<file path="src/rtl/minisrc_pkg.sv">
// Shared encodings for the MiniSRC control unit: opcodes, FSM states,
// instruction classes and strobe bit positions.
package minisrc_pkg;

  localparam logic [4:0] OP_LD   = 5'd0,  OP_LDI  = 5'd1,  OP_ST   = 5'd2;
  localparam logic [4:0] OP_ADD  = 5'd3,  OP_SUB  = 5'd4,  OP_AND  = 5'd5;
  localparam logic [4:0] OP_OR   = 5'd6,  OP_ROR  = 5'd7,  OP_ROL  = 5'd8;
  localparam logic [4:0] OP_SHR  = 5'd9,  OP_SHRA = 5'd10, OP_SHL  = 5'd11;
  localparam logic [4:0] OP_ADDI = 5'd12, OP_ANDI = 5'd13, OP_ORI  = 5'd14;
  localparam logic [4:0] OP_MUL  = 5'd15, OP_DIV  = 5'd16, OP_NEG  = 5'd17;
  localparam logic [4:0] OP_NOT  = 5'd18, OP_BR   = 5'd19, OP_JR   = 5'd20;
  localparam logic [4:0] OP_JAL  = 5'd21, OP_IN   = 5'd22, OP_OUT  = 5'd23;
  localparam logic [4:0] OP_MFHI = 5'd24, OP_MFLO = 5'd25, OP_NOP  = 5'd26;
  localparam logic [4:0] OP_HALT = 5'd27;

  // T-steps occupy 0..7 so the low three bits double as the step number.
  typedef enum logic [3:0] {
    ST_T0 = 4'd0, ST_T1 = 4'd1, ST_T2 = 4'd2, ST_T3 = 4'd3,
    ST_T4 = 4'd4, ST_T5 = 4'd5, ST_T6 = 4'd6, ST_T7 = 4'd7,
    ST_IDLE = 4'd8, ST_HALT = 4'd9
  } state_e;

  typedef enum logic [3:0] {
    CLS_LD, CLS_LDI, CLS_ST, CLS_RALU, CLS_IMM, CLS_MULDIV, CLS_UNARY, CLS_BR,
    CLS_JR, CLS_JAL, CLS_IN, CLS_OUT, CLS_MFHI, CLS_MFLO, CLS_NOP, CLS_HALT
  } cls_e;

  localparam int DS_PC = 0, DS_ZLO = 1, DS_ZHI = 2, DS_MDR = 3;
  localparam int DS_HI = 4, DS_LO = 5, DS_INPORT = 6, DS_C = 7;

  localparam int LE_MAR = 0, LE_MDR = 1, LE_PC = 2, LE_IR = 3, LE_Y = 4, LE_Z = 5;
  localparam int LE_HI = 6, LE_LO = 7, LE_CON = 8, LE_OUTPORT = 9, LE_RA = 10;

  localparam int RC_GRA = 0, RC_GRB = 1, RC_GRC = 2, RC_ROUT = 3, RC_RIN = 4, RC_BAOUT = 5;

  localparam int ALU_AND = 0, ALU_OR = 1, ALU_ADD = 2, ALU_SUB = 3, ALU_MUL = 4;
  localparam int ALU_DIV = 5, ALU_SHR = 6, ALU_SHRA = 7, ALU_SHL = 8, ALU_ROR = 9;
  localparam int ALU_ROL = 10, ALU_NEG = 11, ALU_NOT = 12;

  // Final T-step of each instruction class.
  function automatic logic [2:0] last_step(cls_e cls);
    case (cls)
      CLS_JR, CLS_IN, CLS_OUT, CLS_MFHI, CLS_MFLO: last_step = 3'd3;
      CLS_UNARY, CLS_JAL:                          last_step = 3'd4;
      CLS_RALU, CLS_IMM, CLS_LDI:                  last_step = 3'd5;
      CLS_MULDIV, CLS_BR:                          last_step = 3'd6;
      CLS_LD, CLS_ST:                              last_step = 3'd7;
      default:                                     last_step = 3'd2;
    endcase
  endfunction

endpackage

</file>
<file path="src/rtl/minisrc_control_unit_if.sv">
// Control-unit <-> datapath bundle. master = control unit, slave = datapath.
interface minisrc_control_unit_if #(parameter int DATA_W = 32);
  logic [DATA_W-1:0] IR;
  logic              CON_FF;
  logic              Mem_Ready;
  logic              Stop;
  logic [7:0]        Drive_Sel;
  logic [10:0]       Load_En;
  logic [5:0]        Reg_Ctl;
  logic [12:0]       ALU_Op;
  logic              IncPC;
  logic              Read;
  logic              Write;
  logic              Run;
  logic [3:0]        Step;

  modport master (
    input  IR, CON_FF, Mem_Ready, Stop,
    output Drive_Sel, Load_En, Reg_Ctl, ALU_Op, IncPC, Read, Write, Run, Step
  );
  modport slave (
    output IR, CON_FF, Mem_Ready, Stop,
    input  Drive_Sel, Load_En, Reg_Ctl, ALU_Op, IncPC, Read, Write, Run, Step
  );
endinterface

</file>
<file path="src/rtl/minisrc_cu_decode.sv">
// Opcode decoder: IR[31:27] -> instruction class and one-hot ALU operation.
module minisrc_cu_decode
  import minisrc_pkg::*;
(
  input  logic [4:0]  opcode,
  output cls_e        cls,
  output logic [12:0] alu_op
);
  always_comb begin
    cls    = CLS_NOP;
    alu_op = '0;
    case (opcode)
      OP_LD:   begin cls = CLS_LD;     alu_op[ALU_ADD]  = 1'b1; end
      OP_LDI:  begin cls = CLS_LDI;    alu_op[ALU_ADD]  = 1'b1; end
      OP_ST:   begin cls = CLS_ST;     alu_op[ALU_ADD]  = 1'b1; end
      OP_ADD:  begin cls = CLS_RALU;   alu_op[ALU_ADD]  = 1'b1; end
      OP_SUB:  begin cls = CLS_RALU;   alu_op[ALU_SUB]  = 1'b1; end
      OP_AND:  begin cls = CLS_RALU;   alu_op[ALU_AND]  = 1'b1; end
      OP_OR:   begin cls = CLS_RALU;   alu_op[ALU_OR]   = 1'b1; end
      OP_ROR:  begin cls = CLS_RALU;   alu_op[ALU_ROR]  = 1'b1; end
      OP_ROL:  begin cls = CLS_RALU;   alu_op[ALU_ROL]  = 1'b1; end
      OP_SHR:  begin cls = CLS_RALU;   alu_op[ALU_SHR]  = 1'b1; end
      OP_SHRA: begin cls = CLS_RALU;   alu_op[ALU_SHRA] = 1'b1; end
      OP_SHL:  begin cls = CLS_RALU;   alu_op[ALU_SHL]  = 1'b1; end
      OP_ADDI: begin cls = CLS_IMM;    alu_op[ALU_ADD]  = 1'b1; end
      OP_ANDI: begin cls = CLS_IMM;    alu_op[ALU_AND]  = 1'b1; end
      OP_ORI:  begin cls = CLS_IMM;    alu_op[ALU_OR]   = 1'b1; end
      OP_MUL:  begin cls = CLS_MULDIV; alu_op[ALU_MUL]  = 1'b1; end
      OP_DIV:  begin cls = CLS_MULDIV; alu_op[ALU_DIV]  = 1'b1; end
      OP_NEG:  begin cls = CLS_UNARY;  alu_op[ALU_NEG]  = 1'b1; end
      OP_NOT:  begin cls = CLS_UNARY;  alu_op[ALU_NOT]  = 1'b1; end
      OP_BR:   begin cls = CLS_BR;     alu_op[ALU_ADD]  = 1'b1; end
      OP_JR:   cls = CLS_JR;
      OP_JAL:  cls = CLS_JAL;
      OP_IN:   cls = CLS_IN;
      OP_OUT:  cls = CLS_OUT;
      OP_MFHI: cls = CLS_MFHI;
      OP_MFLO: cls = CLS_MFLO;
      OP_HALT: cls = CLS_HALT;
      default: cls = CLS_NOP;
    endcase
  end
endmodule

</file>
<file path="src/rtl/minisrc_control_unit.sv">
// Hardwired MiniSRC control sequencer (fetch, decode, execute T-steps).
// Define MINISRC_CU_MEMWAIT_EN to stall memory steps on Mem_Ready.
module minisrc_control_unit
  import minisrc_pkg::*;
#(
  parameter int DATA_W        = 32,
  parameter int MULDIV_CYCLES = 1
) (
  input  logic                  Clock,
  input  logic                  Clear,
  minisrc_control_unit_if.master bus
);
  localparam int CNT_W = (MULDIV_CYCLES > 1) ? $clog2(MULDIV_CYCLES) : 1;
  localparam logic [CNT_W-1:0] MD_LAST = CNT_W'(MULDIV_CYCLES - 1);

  state_e           state_reg;
  logic [CNT_W-1:0] md_cnt_reg;
  cls_e             cls;
  logic [12:0]      alu_op;
  logic [7:0]       drive;
  logic [10:0]      load;
  logic [5:0]       rctl;
  logic [12:0]      alu;
  logic             inc_pc, rd, wr, mem_ok, mem_hold, md_wait, at_last;

  minisrc_cu_decode u_decode (
    .opcode (bus.IR[DATA_W-1 -: 5]),
    .cls    (cls),
    .alu_op (alu_op)
  );

`ifdef MINISRC_CU_MEMWAIT_EN
  assign mem_ok = bus.Mem_Ready;
`else
  assign mem_ok = 1'b1;
`endif

  assign mem_hold = (rd | wr) & ~mem_ok;
  assign md_wait  = (state_reg == ST_T4) && (cls == CLS_MULDIV) && (md_cnt_reg != MD_LAST);
  assign at_last  = (state_reg[2:0] == last_step(cls));

  always_ff @(posedge Clock or negedge Clear) begin
    if (!Clear) begin
      state_reg  <= ST_IDLE;
      md_cnt_reg <= '0;
    end else begin
      case (state_reg)
        ST_IDLE: if (!bus.Stop) state_reg <= ST_T0;
        ST_HALT: state_reg <= ST_HALT;
        default: begin
          if (mem_hold) begin
            state_reg <= state_reg;
          end else if (md_wait) begin
            md_cnt_reg <= md_cnt_reg + 1'b1;
          end else begin
            md_cnt_reg <= '0;
            if (state_reg == ST_T2 && cls == CLS_HALT) state_reg <= ST_HALT;
            else if (at_last) state_reg <= bus.Stop ? ST_IDLE : ST_T0;
            else state_reg <= state_e'(state_reg + 4'd1);
          end
        end
      endcase
    end
  end

  // Moore strobe decode; only br T6 looks at CON_FF.
  always_comb begin
    drive = '0; load = '0; rctl = '0; alu = '0;
    inc_pc = 1'b0; rd = 1'b0; wr = 1'b0;
    case (state_reg)
      ST_T0: begin drive[DS_PC] = 1'b1; load[LE_MAR] = 1'b1; load[LE_Z] = 1'b1; inc_pc = 1'b1; end
      ST_T1: begin drive[DS_ZLO] = 1'b1; load[LE_PC] = 1'b1; load[LE_MDR] = 1'b1; rd = 1'b1; end
      ST_T2: begin drive[DS_MDR] = 1'b1; load[LE_IR] = 1'b1; end
      ST_T3: case (cls)
        CLS_RALU, CLS_IMM: begin rctl[RC_GRB] = 1'b1; rctl[RC_ROUT] = 1'b1; load[LE_Y] = 1'b1; end
        CLS_LD, CLS_LDI, CLS_ST: begin
          rctl[RC_GRB] = 1'b1; rctl[RC_BAOUT] = 1'b1; rctl[RC_ROUT] = 1'b1; load[LE_Y] = 1'b1;
        end
        CLS_UNARY:  begin rctl[RC_GRB] = 1'b1; rctl[RC_ROUT] = 1'b1; alu = alu_op; load[LE_Z] = 1'b1; end
        CLS_MULDIV: begin rctl[RC_GRA] = 1'b1; rctl[RC_ROUT] = 1'b1; load[LE_Y] = 1'b1; end
        CLS_BR:     begin rctl[RC_GRA] = 1'b1; rctl[RC_ROUT] = 1'b1; load[LE_CON] = 1'b1; end
        CLS_JR:     begin rctl[RC_GRA] = 1'b1; rctl[RC_ROUT] = 1'b1; load[LE_PC] = 1'b1; end
        CLS_JAL:    begin drive[DS_PC] = 1'b1; load[LE_RA] = 1'b1; end
        CLS_IN:     begin drive[DS_INPORT] = 1'b1; rctl[RC_GRA] = 1'b1; rctl[RC_RIN] = 1'b1; end
        CLS_OUT:    begin rctl[RC_GRA] = 1'b1; rctl[RC_ROUT] = 1'b1; load[LE_OUTPORT] = 1'b1; end
        CLS_MFHI:   begin drive[DS_HI] = 1'b1; rctl[RC_GRA] = 1'b1; rctl[RC_RIN] = 1'b1; end
        CLS_MFLO:   begin drive[DS_LO] = 1'b1; rctl[RC_GRA] = 1'b1; rctl[RC_RIN] = 1'b1; end
        default: ;
      endcase
      ST_T4: case (cls)
        CLS_RALU:   begin rctl[RC_GRC] = 1'b1; rctl[RC_ROUT] = 1'b1; alu = alu_op; load[LE_Z] = 1'b1; end
        CLS_MULDIV: begin rctl[RC_GRB] = 1'b1; rctl[RC_ROUT] = 1'b1; alu = alu_op; load[LE_Z] = 1'b1; end
        CLS_IMM, CLS_LD, CLS_LDI, CLS_ST: begin drive[DS_C] = 1'b1; alu = alu_op; load[LE_Z] = 1'b1; end
        CLS_UNARY:  begin drive[DS_ZLO] = 1'b1; rctl[RC_GRA] = 1'b1; rctl[RC_RIN] = 1'b1; end
        CLS_BR:     begin drive[DS_PC] = 1'b1; load[LE_Y] = 1'b1; end
        CLS_JAL:    begin rctl[RC_GRA] = 1'b1; rctl[RC_ROUT] = 1'b1; load[LE_PC] = 1'b1; end
        default: ;
      endcase
      ST_T5: case (cls)
        CLS_RALU, CLS_IMM, CLS_LDI: begin drive[DS_ZLO] = 1'b1; rctl[RC_GRA] = 1'b1; rctl[RC_RIN] = 1'b1; end
        CLS_MULDIV:     begin drive[DS_ZLO] = 1'b1; load[LE_LO] = 1'b1; end
        CLS_LD, CLS_ST: begin drive[DS_ZLO] = 1'b1; load[LE_MAR] = 1'b1; end
        CLS_BR:         begin drive[DS_C] = 1'b1; alu = alu_op; load[LE_Z] = 1'b1; end
        default: ;
      endcase
      ST_T6: case (cls)
        CLS_MULDIV: begin drive[DS_ZHI] = 1'b1; load[LE_HI] = 1'b1; end
        CLS_LD:     begin rd = 1'b1; load[LE_MDR] = 1'b1; end
        CLS_ST:     begin rctl[RC_GRA] = 1'b1; rctl[RC_ROUT] = 1'b1; load[LE_MDR] = 1'b1; end
        CLS_BR:     begin drive[DS_ZLO] = 1'b1; load[LE_PC] = bus.CON_FF; end
        default: ;
      endcase
      ST_T7: case (cls)
        CLS_LD: begin drive[DS_MDR] = 1'b1; rctl[RC_GRA] = 1'b1; rctl[RC_RIN] = 1'b1; end
        CLS_ST: wr = 1'b1;
        default: ;
      endcase
      default: ;
    endcase
  end

  assign bus.Drive_Sel = drive;
  assign bus.Load_En   = load;
  assign bus.Reg_Ctl   = rctl;
  assign bus.ALU_Op    = alu;
  assign bus.IncPC     = inc_pc;
  assign bus.Read      = rd;
  assign bus.Write     = wr;
  assign bus.Run       = ~state_reg[3];
  assign bus.Step      = state_reg[3] ? 4'd0 : {1'b0, state_reg[2:0]};
endmodule

</file>
<file path="src/flat_wrapper.sv">
// flat-port wrapper written by rule: the top's interface ports become plain ports
module minisrc_control_unit_flat import minisrc_pkg::*;
#(
  parameter int DATA_W        = 32,
  parameter int MULDIV_CYCLES = 1
)
  (Clock, Clear, bus_IR, bus_CON_FF, bus_Mem_Ready, bus_Stop, bus_Drive_Sel, bus_Load_En, bus_Reg_Ctl, bus_ALU_Op, bus_IncPC, bus_Read, bus_Write, bus_Run, bus_Step);
  minisrc_control_unit_if #(.DATA_W(DATA_W)) bus_i ();
  input  logic Clock;
  input  logic Clear;
  input wire logic [$bits(bus_i.IR)-1:0] bus_IR;
  input wire logic [$bits(bus_i.CON_FF)-1:0] bus_CON_FF;
  input wire logic [$bits(bus_i.Mem_Ready)-1:0] bus_Mem_Ready;
  input wire logic [$bits(bus_i.Stop)-1:0] bus_Stop;
  output wire logic [$bits(bus_i.Drive_Sel)-1:0] bus_Drive_Sel;
  output wire logic [$bits(bus_i.Load_En)-1:0] bus_Load_En;
  output wire logic [$bits(bus_i.Reg_Ctl)-1:0] bus_Reg_Ctl;
  output wire logic [$bits(bus_i.ALU_Op)-1:0] bus_ALU_Op;
  output wire logic [$bits(bus_i.IncPC)-1:0] bus_IncPC;
  output wire logic [$bits(bus_i.Read)-1:0] bus_Read;
  output wire logic [$bits(bus_i.Write)-1:0] bus_Write;
  output wire logic [$bits(bus_i.Run)-1:0] bus_Run;
  output wire logic [$bits(bus_i.Step)-1:0] bus_Step;
  assign bus_i.IR = bus_IR;
  assign bus_i.CON_FF = bus_CON_FF;
  assign bus_i.Mem_Ready = bus_Mem_Ready;
  assign bus_i.Stop = bus_Stop;
  assign bus_Drive_Sel = bus_i.Drive_Sel;
  assign bus_Load_En = bus_i.Load_En;
  assign bus_Reg_Ctl = bus_i.Reg_Ctl;
  assign bus_ALU_Op = bus_i.ALU_Op;
  assign bus_IncPC = bus_i.IncPC;
  assign bus_Read = bus_i.Read;
  assign bus_Write = bus_i.Write;
  assign bus_Run = bus_i.Run;
  assign bus_Step = bus_i.Step;
  minisrc_control_unit #(.DATA_W(DATA_W), .MULDIV_CYCLES(MULDIV_CYCLES)) u_core (.Clock(Clock), .Clear(Clear), .bus(bus_i));
endmodule
</file>
<file path="config.mk">
export PLATFORM = sky130hd
export DESIGN_NAME = minisrc_control_unit_flat
export DESIGN_NICKNAME = d
export VERILOG_FILES = /design/src/rtl/minisrc_pkg.sv /design/src/rtl/minisrc_control_unit_if.sv /design/src/rtl/minisrc_cu_decode.sv /design/src/rtl/minisrc_control_unit.sv /design/src/flat_wrapper.sv
export SDC_FILE = /design/constraint.sdc
export NUM_CORES = 1
export LEC_CHECK = 0
export CORE_UTILIZATION = 42
export DETAILED_ROUTE_END_ITERATION = 7
export HOLD_SLACK_MARGIN = 0.12
export PLACE_DENSITY = 0.94
export SYNTH_ARGS = -nofsm -noshare
export SYNTH_HDL_FRONTEND = slang
export SYNTH_SLANG_ARGS = --single-unit
</file>
<file path="constraint.sdc">
create_clock -name Clock -period 6.45 [get_ports Clock]
set_input_delay 1.935 -clock Clock [delete_from_list [all_inputs] [get_ports Clock]]
set_output_delay 1.935 -clock Clock [all_outputs]
set_load 0.03 [all_outputs]
</file>
After elaboration in Yosys (flattened, before gate mapping)
Memories as Yosys holds them, arrays and structs flattened. Index checks and enable logic that the tools add are counted.

Output and inout port bits: 46. Logic and storage cells: 157. Flip-flop bits (word level): 5. Memory bits (read-only): 48. Memories kept: 1.

Bitwise operators: 1. Muxes and demuxes: 73. Add/sub/neg operators: 2. Equal/unequal tests: 52. Reduce and logical (&&, ||, !) cells: 26.

Memories: (name not given) (depth 16, width 3, read ports 1, clocked after memory_dff 0, write ports 0, RTL line minisrc_pkg.sv:42) `case (cls)`.

Operators by type and width (number): one-hot mux 4 bit (15 select lines) (1); == test 5 bit (second input constant) (11); 2-to-1 mux 1 bit (45); == test 5 x 4 -> 1 bit (second input constant) (8); 2-to-1 mux 13 bit (3); one-hot mux 13 bit (3 select lines) (1); == test 4 bit (second input constant) (9); == test 4 x 3 -> 1 bit (second input constant) (8); == test 5 x 3 -> 1 bit (second input constant) (4); 2-to-1 mux 4 bit (5); OR reduction 6 bit (3); == test 4 x 2 -> 1 bit (second input constant) (4); one-hot mux 1 bit (4 select lines) (4); OR reduction 3 bit (5); one-hot mux 1 bit (2 select lines) (7); OR reduction 2 bit (7); == test 5 x 2 -> 1 bit (second input constant) (2); OR reduction 10 bit (1); 2-to-1 mux 3 bit (3); OR reduction 9 bit (1); == test 4 x 1 -> 1 bit (second input constant) (2); zero test 4 bit (2); one-hot mux 4 bit (2 select lines) (1); OR reduction 7 bit (1); other kinds (13) (16).

Longest topological paths before layout
Gate-level depths: netlist of run 1. An unclocked memory read counts as a cell.

Depth after elaboration: 9. Mapped depth: 8. Gate-level depth less buffers: 8.

Cells and area by module
From an unflattened synthesis of run 1, not the netlist that was laid out.

Cells, all modules: 210. Area, all modules: 1336.3 um^2.

By module, submodules not included: minisrc_control_unit (cells each 169, times used 1, area an instance 1096.1 um^2, sequential area each 126.4 um^2); minisrc_cu_decode (cells each 41, times used 1, area an instance 240.2 um^2, sequential area each 0.0 um^2).

Least setup slack after synthesis of run 1
No wires, ideal clock.

Path type: input-to-output. Start point: in bus_IR[29]. End point: out bus_Reg_Ctl[3]. Cell stages on the path: 5. Slack: 0.511 ns. Arrival: 4.004 ns. Data required time: 4.515 ns. Path buffers: 1. Cells stage by stage: buf_4 > and2_1 > a2111oi_1 > nor2_1 > o211ai_1.

Word-level cells in the longest chain between the ends: 7. Elaborated cells on any way between the ends: 49. Classes of those cells: eq/ne: 36; mux: 5; reduce/logical: 8.

Ends and longest elaborated chain: start, declared (RTL line flat_wrapper.sv:11) `input wire logic [$bits(bus_i.IR)-1:0] bus_IR;`; == test 5 x 4 -> 1 bit, or another cell as far along (RTL line minisrc_cu_decode.sv:12) `case (opcode)`; OR reduction 9 bit (no source line), or another cell as far along; one-hot mux 4 bit (15 select lines) (*) (RTL line minisrc_cu_decode.sv:12); == test 4 bit, or another cell as far along (RTL line minisrc_control_unit.sv:74) `ST_T3: case (cls)`; OR reduction 10 bit (no source line) / OR reduction 3 bit (equally long branches); 2-to-1 mux 1 bit, on equally long branches (RTL line minisrc_control_unit.sv:74, minisrc_control_unit.sv:90); one-hot mux 1 bit (3 select lines) (*) (RTL line minisrc_control_unit.sv:70) `case (state_reg)`; end, declared (RTL line flat_wrapper.sv:17) `output wire logic [$bits(bus_i.Reg_Ctl)-1:0] bus_Reg_Ctl;`.

Mark *: on every way between the ends. The rest lies on a longest branch, timed or not.

Final worst setup path of run 1
Start point: in bus_IR[29]. End point: out bus_Drive_Sel[1].

Word-level cells in the longest chain between the ends: 7. Elaborated cells on any way between the ends: 45. Classes of those cells: eq/ne: 33; mux: 5; reduce/logical: 7.

Ends and longest elaborated chain: == test 5 x 4 -> 1 bit, or another cell as far along (RTL line minisrc_cu_decode.sv:12); OR reduction 9 bit (no source line), or another cell as far along; one-hot mux 4 bit (15 select lines) (*) (RTL line minisrc_cu_decode.sv:12); == test 4 x 2 -> 1 bit, or another cell as far along (RTL line minisrc_control_unit.sv:99) `ST_T5: case (cls)`; OR reduction 6 bit (no source line); 2-to-1 mux 1 bit (RTL line minisrc_control_unit.sv:99); one-hot mux 1 bit (4 select lines) (*) (RTL line minisrc_control_unit.sv:70); end, declared (RTL line flat_wrapper.sv:15) `output wire logic [$bits(bus_i.Drive_Sel)-1:0] bus_Drive_Sel;`.

Marks and branches as above.

==> summary.md, run 1 <==
| Metric | Value |
|---|---|
| Die footprint | `3740 sq um` |
| Nets@finish | `301` |
| TNS Setup | `0 ns` |
| Logic pwr share | `79.8%` |
| Reg2reg end | `u_core.state_reg[3]` |
| Area leader, netlist | `dfrtp_1` |
| Grt ovf | `0` |
| Unrepaired setup endpoints after global routing | `no` |
| Gp weighted congestion | `1.00` |
| Final HPWL DP | `about 3.8 mm` |
| Initial Utilization | `between 40% and 50%` |
| Slowest-stage cell, CP | `clkdlybuf4s50_1` |
| Cell Area, Synth | `1470 sq um` |
| Crit Path Max Fanout | `15` |
| Ant diodes | `0` |
| Critical path buffers and inverters | `3` |
| CP required | `4.51 ns` |
| PnR worst setup slack | `0.119 ns` |
| R2R depth | `6` |
| I/O pin total | `between 80 and 90` |
| Crit share post-route | `between 90% and 100%` |
| Die H | `around 61 um` |
| WP data arrival | `4.40 ns` |
| Syn avg cell area | `7.23 sq um` |
| P_int | `240 uW` |
| CP Cell Sequence | `clkdlybuf4s50_1, buf_4, or3_1, nor2_2, nor2_1, nand2_1, a311o_1, clkdlybuf4s50_1` |
| Post-synth top cells | `nor2_1, nand2_1, nand3_1` |
| Post-synth EDFFs | `0` |
| Setup violators final | `0` |
| Worst Path Class, Setup | `in2out` |
| Register area share after synthesis | `8.61%` |
| First-pass GRT wire length | `between 7 and 8 mm` |
| Setup Buffers After CTS | `0` |
| Clock skew | `0.00318 ns` |
| Worst setup path end | `bus_Drive_Sel[1]` |
| GRT Total Usage | `25.9%` |
| Vias in the first global route | `1672` |
| Final min period | `approximately 6.3 ns` |
| First-pass iteration count of the detailed router | `5` |
| Critical path's top delay family | `buffers and inverters` |
| Core ar. | `3340 sq um` |
| Vias | `1895` |
| Clk slew on worst S/H paths | `~0.040 ns` |
| Clock latency at the later pin of the worst-skew pair | `0.24 ns` |
| Share of cells above drive strength 1 | `26.3%` |
| Vias/cell | `6.21` |
| ANT nets after route | `0` |
| Max Freq | `0.158 GHz` |
| H-tree lvl count | `1` |
| Synth Warn # | `0` |
| HP Class | `reg2reg` |
| Drc violations | `0` |
| CP Launch Point | `bus_IR[29]` |
| DR WL/cell | `approximately 16 um` |
| DRT iter0 DRCs | `221` |
| Slew @ Worst Pin | `0.670 ns` |
| Most numerous cell in the Yosys netlist | `nor2_1` |
| Worst slew margin | `55.2%` |
| Levels on crit path | `8` |
| Initial antenna violation count | `0` |
| Ys async rst share | `100%` |
| Site Rows | `21` |
| Final Hold Fails | `0` |
| MaxCap Viol Count | `0` |
| Distinct cells, synth | `63` |
| Slew Limit Fails | `0` |
| Max FFs per register | `4` |
| CTS tree | `done` |
| Synth area leaders | `dfrtp_1, nor2_1, nand2_1, nor4_4, nand3_1` |
| VDD IR-drop max | `0.000229 V` |
| Number of buffers created by CTS | `3` |
| Most used cell, CP | `clkdlybuf4s50_1` |
| PwrDens | `275 nW/um^2` |
| Buffers on Ports | `53` |
| Reg2Reg Setup Slack | `4.16 ns` |
| Seq cells post-synth | `5` |
| Net Sw Power | `about 320 uW` |
| Die X | `61.1 um` |
| Status | `finished, final reports clean` |
| Pin count of the biggest net entering global routing | `16` |
| Startpoint types | `input port` |
| Net Sw Frac | `57.1%` |
| Syn nets | `approximately 240` |
| FILL cells | `304` |
| Leakage | `0.000805 uW` |
| Yosys top cell area share | `6.82%` |
| Flop pwr share | `13.8%` |
| Crit path capture type | `primary output` |
| Slowest stage delay, CP | `0.62 ns` |
| Area Growth Syn to Fin | `39.0%` |
| Clock buffer depth | `2` |
| # clock sinks | `5` |
| Clock Power Share | `6.5%` |
| Most common flop cell mapped by yosys | `dfrtp_1` |
| R2R Path Start | `u_core.state_reg[2]` |
| Cells after synthesis | `203` |
| Pre-CTS WS | `between 0.09 and 0.1 ns` |
| Root Driver | `clkbuf_4` |
| WL final | `4.79 mm` |
[layout by cell type (no fill, tap or decap), types with 4 or more instances in the layout]
master / count
nand2b_1: 4
a21oi_1: 8
ha_1: 4
nor3_2: 5
o211ai_1: 4
o21ai_0: 7
buf_4: 39
xor2_1: 4
inv_1: 8
dfrtp_1: 4
nand2_1: 23
nor2_1: 26
nand3_1: 11
nor4_4: 4
nor3_1: 9
a41oi_1: 4
clkdlybuf4s50_1: 29
nor4_1: 4
nor2b_1: 5
[routing by layer]
metal,GRT usage (%),routed length [um]
met1,33.0,1890
met2,44.9,2310
met3,3.57,454
met4,8.44,138
met5,0,0
[power by group through the flow]
stage / Sequential, uW / Clock (uW) / Combinational [uW]
floorplan: 56.0 / 0 / 322
CTS: 75.5 / 37.9 / 444
finish: 77.3 / 36.2 / 447
global route: 79.0 / 40.7 / 475
global placement: 76.1 / 0 / 434
detailed placement: 76.0 / 0 / 443
[repair_timing]
action / in CTS / in global routing
hold buffers: 0 / 0
resized for setup: 0 / 1
endpoints found under the setup margin: 0 / 1
[worst min path at each step]
stage / slack, ns / to / depth (start not counted) / start
2_1_floorplan: 0.51 / u_core.md_cnt_reg / 1 / u_core.md_cnt_reg
3_3_place_gp: 0.53 / u_core.md_cnt_reg / 1 / u_core.md_cnt_reg
3_5_place_dp: 0.54 / u_core.md_cnt_reg / 1 / u_core.md_cnt_reg
4_1_cts: 0.55 / u_core.md_cnt_reg / 1 / u_core.md_cnt_reg
5_1_grt: 0.58 / u_core.md_cnt_reg / 1 / u_core.md_cnt_reg
6_report: 0.55 / u_core.md_cnt_reg / 1 / u_core.md_cnt_reg
[logic make-up after synthesis]
logic type                 after synthesis  synth area share, %
and+or+nand+nor                        106                 42.1
adders and majority gates                4                 3.41
buffers and inverters                   27                 9.89
muxes                                    1                0.682
other                                    1                0.256
xor gates and xnor gates                 6                 3.58
DFF                                      5                 8.61
AOI/OAI and AO/OA                       53                 31.5
[through the flow]
stage	hold slack (ns)	total power (uW)	instances	utilization, %	area (sq um)
final	0.552	561	305	61.1	2040
after global routing	0.577	594	305	61.1	2040
after CTS	0.552	558	305	61.0	2040
after detailed placement	0.540	519	301	60.3	2010
after global placement	0.532	510	301	60.3	2010
after floorplan	0.514	378	203	-	1470
[final cells by class]
class,count,area (sq um),share of cell area [%]
multi-input combinational,171,1200,58.7
timing repair buffer,69,596,29.2
sequential,5,126,6.20
tap,46,57.6,2.82
inverter,10,37.5,1.84
clock buffer,4,26.3,1.29
Power figures use the tool's default switching activity.
==> run 2: changes to the inputs <==
- CORE_MARGIN: not set -> 3
- PLACE_DENSITY: 0.94 -> 0.87
==> run 2 against run 1 <==
Against the previous run:
- setup slack improved by 0.095 ns
- maximum frequency grew 1.5%
- total power about the same
- non-clock buffer count increased by 3
- first-iteration DRC count shrank 26%
- register-to-register slack better by 0.08 ns
- critical path type unchanged
- critical endpoint is now bus_Drive_Sel[7]
- highest routed layer unchanged
==> summary.md, run 2 (synthesis results as in run 1) <==
| Metric | Value |
|---|---|
| Setup violators final | `0 (unchanged)` |
| Crit path capture type | `primary output (unchanged)` |
| PwrDens | `271 nW/um^2 (was 275 nW/um^2)` |
| CP Launch Point | `bus_IR[27] (was bus_IR[29])` |
| Most common cell after layout, fill and taps aside | `buf_4 (unchanged)` |
| MaxCap Viol Count | `0 (unchanged)` |
| Die X | `65.1 um (was 61.1 um)` |
| Drc violations | `0 (unchanged)` |
| R2R depth | `6 (unchanged)` |
| DR WL/cell | `16.0 um (was 15.7 um)` |
| Worst Path Class, Setup | `in2out (unchanged)` |
| WHS Endpoint | `u_core.md_cnt_reg (unchanged)` |
| Ant diodes | `0 (unchanged)` |
| Initial antenna violation count | `0 (unchanged)` |
| H-tree lvl count | `1 (unchanged)` |
| Final min period | `6.24 ns (was 6.33 ns)` |
| Die H | `65.1 um (was 61.1 um)` |
| Setup Buffers After CTS | `0 (unchanged)` |
| Clk slew on worst S/H paths | `0.04 ns (about the same)` |
| Buffers on Ports | `53 (unchanged)` |
| Clock latency at the later pin of the worst-skew pair | `0.25 ns (was 0.24 ns)` |
| Status | `finished, final reports clean (unchanged)` |
| WP data arrival | `4.30 ns (was 4.40 ns)` |
| DRT iter0 DRCs | `163 (was 221)` |
| Slowest-stage cell, CP | `clkdlybuf4s50_1 (unchanged)` |
| Slew Limit Fails | `0 (unchanged)` |
| I/O pin total | `83 (unchanged)` |
| GRT Total Usage | `23.8% (was 25.9%)` |
| Number of buffers created by CTS | `3 (unchanged)` |
| TNS Setup | `0 ns (unchanged)` |
| R2R Path Start | `u_core.state_reg[2] (unchanged)` |
| Share of cells above drive strength 1 | `27.1% (was 26.3%)` |
| Reg2Reg Setup Slack | `4.24 ns (was 4.16 ns)` |
| Max FFs per register | `4 (unchanged)` |
| Clock skew | `0.00465 ns (was 0.00318 ns)` |
| Worst Hold Depth | `1 (unchanged)` |
| # clock sinks | `5 (unchanged)` |
| Nets@finish | `304 (was 301)` |
| Final HPWL DP | `3.93 mm (was 3.79 mm)` |
| Site Rows | `20 (was 21)` |
| Commonest cells after routing, fill and taps aside | `buf_4, clkdlybuf4s50_1, nor2_1, nand2_1, nand3_1 (unchanged)` |
| CP required | `4.51 ns (about the same)` |
| Post-cts resize count | `0 (unchanged)` |
| ANT nets after route | `0 (unchanged)` |
| Core ar. | `3200 sq um (was 3340 sq um)` |
| Vias | `1800 (was 1895)` |
| Vias in the first global route | `1671 (was 1672)` |
| WL final | `4.89 mm (was 4.79 mm)` |
| Slowest stage delay, CP | `0.73 ns (was 0.62 ns)` |
| Crit share post-route | `96.7% (was 98.2%)` |
| Die footprint | `4240 sq um (was 3740 sq um)` |
| CP Cell Sequence | `clkdlybuf4s50_1, buf_4, buf_4, nand2_1, nor2_1, nand3_1, o31ai_1, clkdlybuf4s50_1 (was clkdlybuf4s50_1, buf_4, or3_1, nor2_2, nor2_1, nand2_1, a311o_1, clkdlybuf4s50_1)` |
| Initial Utilization | `45.8% (was 44.0%)` |
| Gp weighted congestion | `0.995 (was 1.00)` |
| Slew @ Worst Pin | `0.558 ns (was 0.670 ns)` |
| Leakage | `0.000830 uW (was 0.000805 uW)` |
| Startpoint types | `input port (unchanged)` |
| Max Freq | `0.160 GHz (was 0.158 GHz)` |
| CTS tree | `done (unchanged)` |
| Hold-fix buffers, CTS | `0 (unchanged)` |
| Root Driver | `clkbuf_4 (unchanged)` |
| Reg2reg end | `u_core.state_reg[0] (was u_core.state_reg[3])` |
| Vias/cell | `5.88 (was 6.21)` |
| VDD IR-drop max | `0.000247 V (was 0.000229 V)` |
| Worst slew margin | `62.7% (was 55.2%)` |
| Grt ovf | `0 (unchanged)` |
| First-pass iteration count of the detailed router | `4 (was 5)` |
| Area Growth Syn to Fin | `40.9% (was 39.0%)` |
| Unrepaired setup endpoints after global routing | `no (unchanged)` |
| Hold path start | `u_core.md_cnt_reg (unchanged)` |
| Final Hold Fails | `0 (unchanged)` |
| Hold_ws | `0.558 ns (was 0.552 ns)` |
| Pin count of the biggest net entering global routing | `16 (unchanged)` |
| HP Class | `reg2reg (unchanged)` |
| Clock buffer depth | `2 (unchanged)` |
| First-pass GRT wire length | `8.03 mm (was 7.43 mm)` |
| Crit Path Max Fanout | `15 (unchanged)` |
==> run 2: changes by cell type in the layout (fill, tap and decap cells not counted) <==
| cell | before | now |
|---|---|---|
| nor3_4 | 0 | 1 |
| dlymetal6s2s_1 | 1 | 2 |
| buf_4 | 39 | 42 |
| nor3_2 | 5 | 4 |
| clkdlybuf4s50_1 | 29 | 28 |
==> run 2: critical path: cells and delay by family <==
kind / cells / cell delay (ns)
AND/OR/NAND/NOR: 3 / 0.46
buffers and inverters: 4 / 1.76
AO/OA/AOI/OAI: 1 / 0.14
==> run 2: how the worst max path moves through the flow <==
stage / end / cells after the start
2_1_floorplan: bus_Reg_Ctl[3] / 5
3_3_place_gp: bus_Reg_Ctl[0] / 9
3_5_place_dp: bus_Reg_Ctl[0] / 9
4_1_cts: bus_Reg_Ctl[0] / 9
5_1_grt: bus_Drive_Sel[7] / 8
6_report: bus_Drive_Sel[7] / 8
==> run 2: routing by layer <==
layer	track usage (%)	part of all wire (%)	wire length, um	up-vias
met3	3.42	8.4	410	15
met2	39.3	48	2350	109
met4	10.6	2.2	108	0
li1	-	-	-	863
met1	30.6	41	2020	813
met5	0	0	0	-
==> run 2: power by group <==
group          internal (uW)  leakage, uW  switching (uW)
combinational            171     0.000753             277
clock                   23.4    0.0000150            13.4
sequential              47.0    0.0000618            29.4
==> run 2: layout make-up <==
type	instances	area (sq um)
clock buffer	4	26.3
fill	275	1130
timing repair buffer	72	621
inverter	10	37.5
tap	44	55.1
multi-input combinational	171	1200
sequential	5	126
==> run 2: stage by stage <==
stage          worst slack, ns  total power (uW)  util (%)  instances  area, sq um
2_1_floorplan            0.511               378         -        203         1470
3_5_place_dp            0.0167               518      63.4        302         2030
6_report                 0.214               561      64.6        306         2070
3_3_place_gp            0.0562               512      63.4        302         2030
5_1_grt                  0.108               606      64.6        306         2070
4_1_cts                 0.0123               559      64.2        306         2060
==> run 3: changes to the inputs <==
- ABC_AREA: not set -> 0
==> results of run 3 <==
Final layout, timing and power as in run 2 (identical DEF).
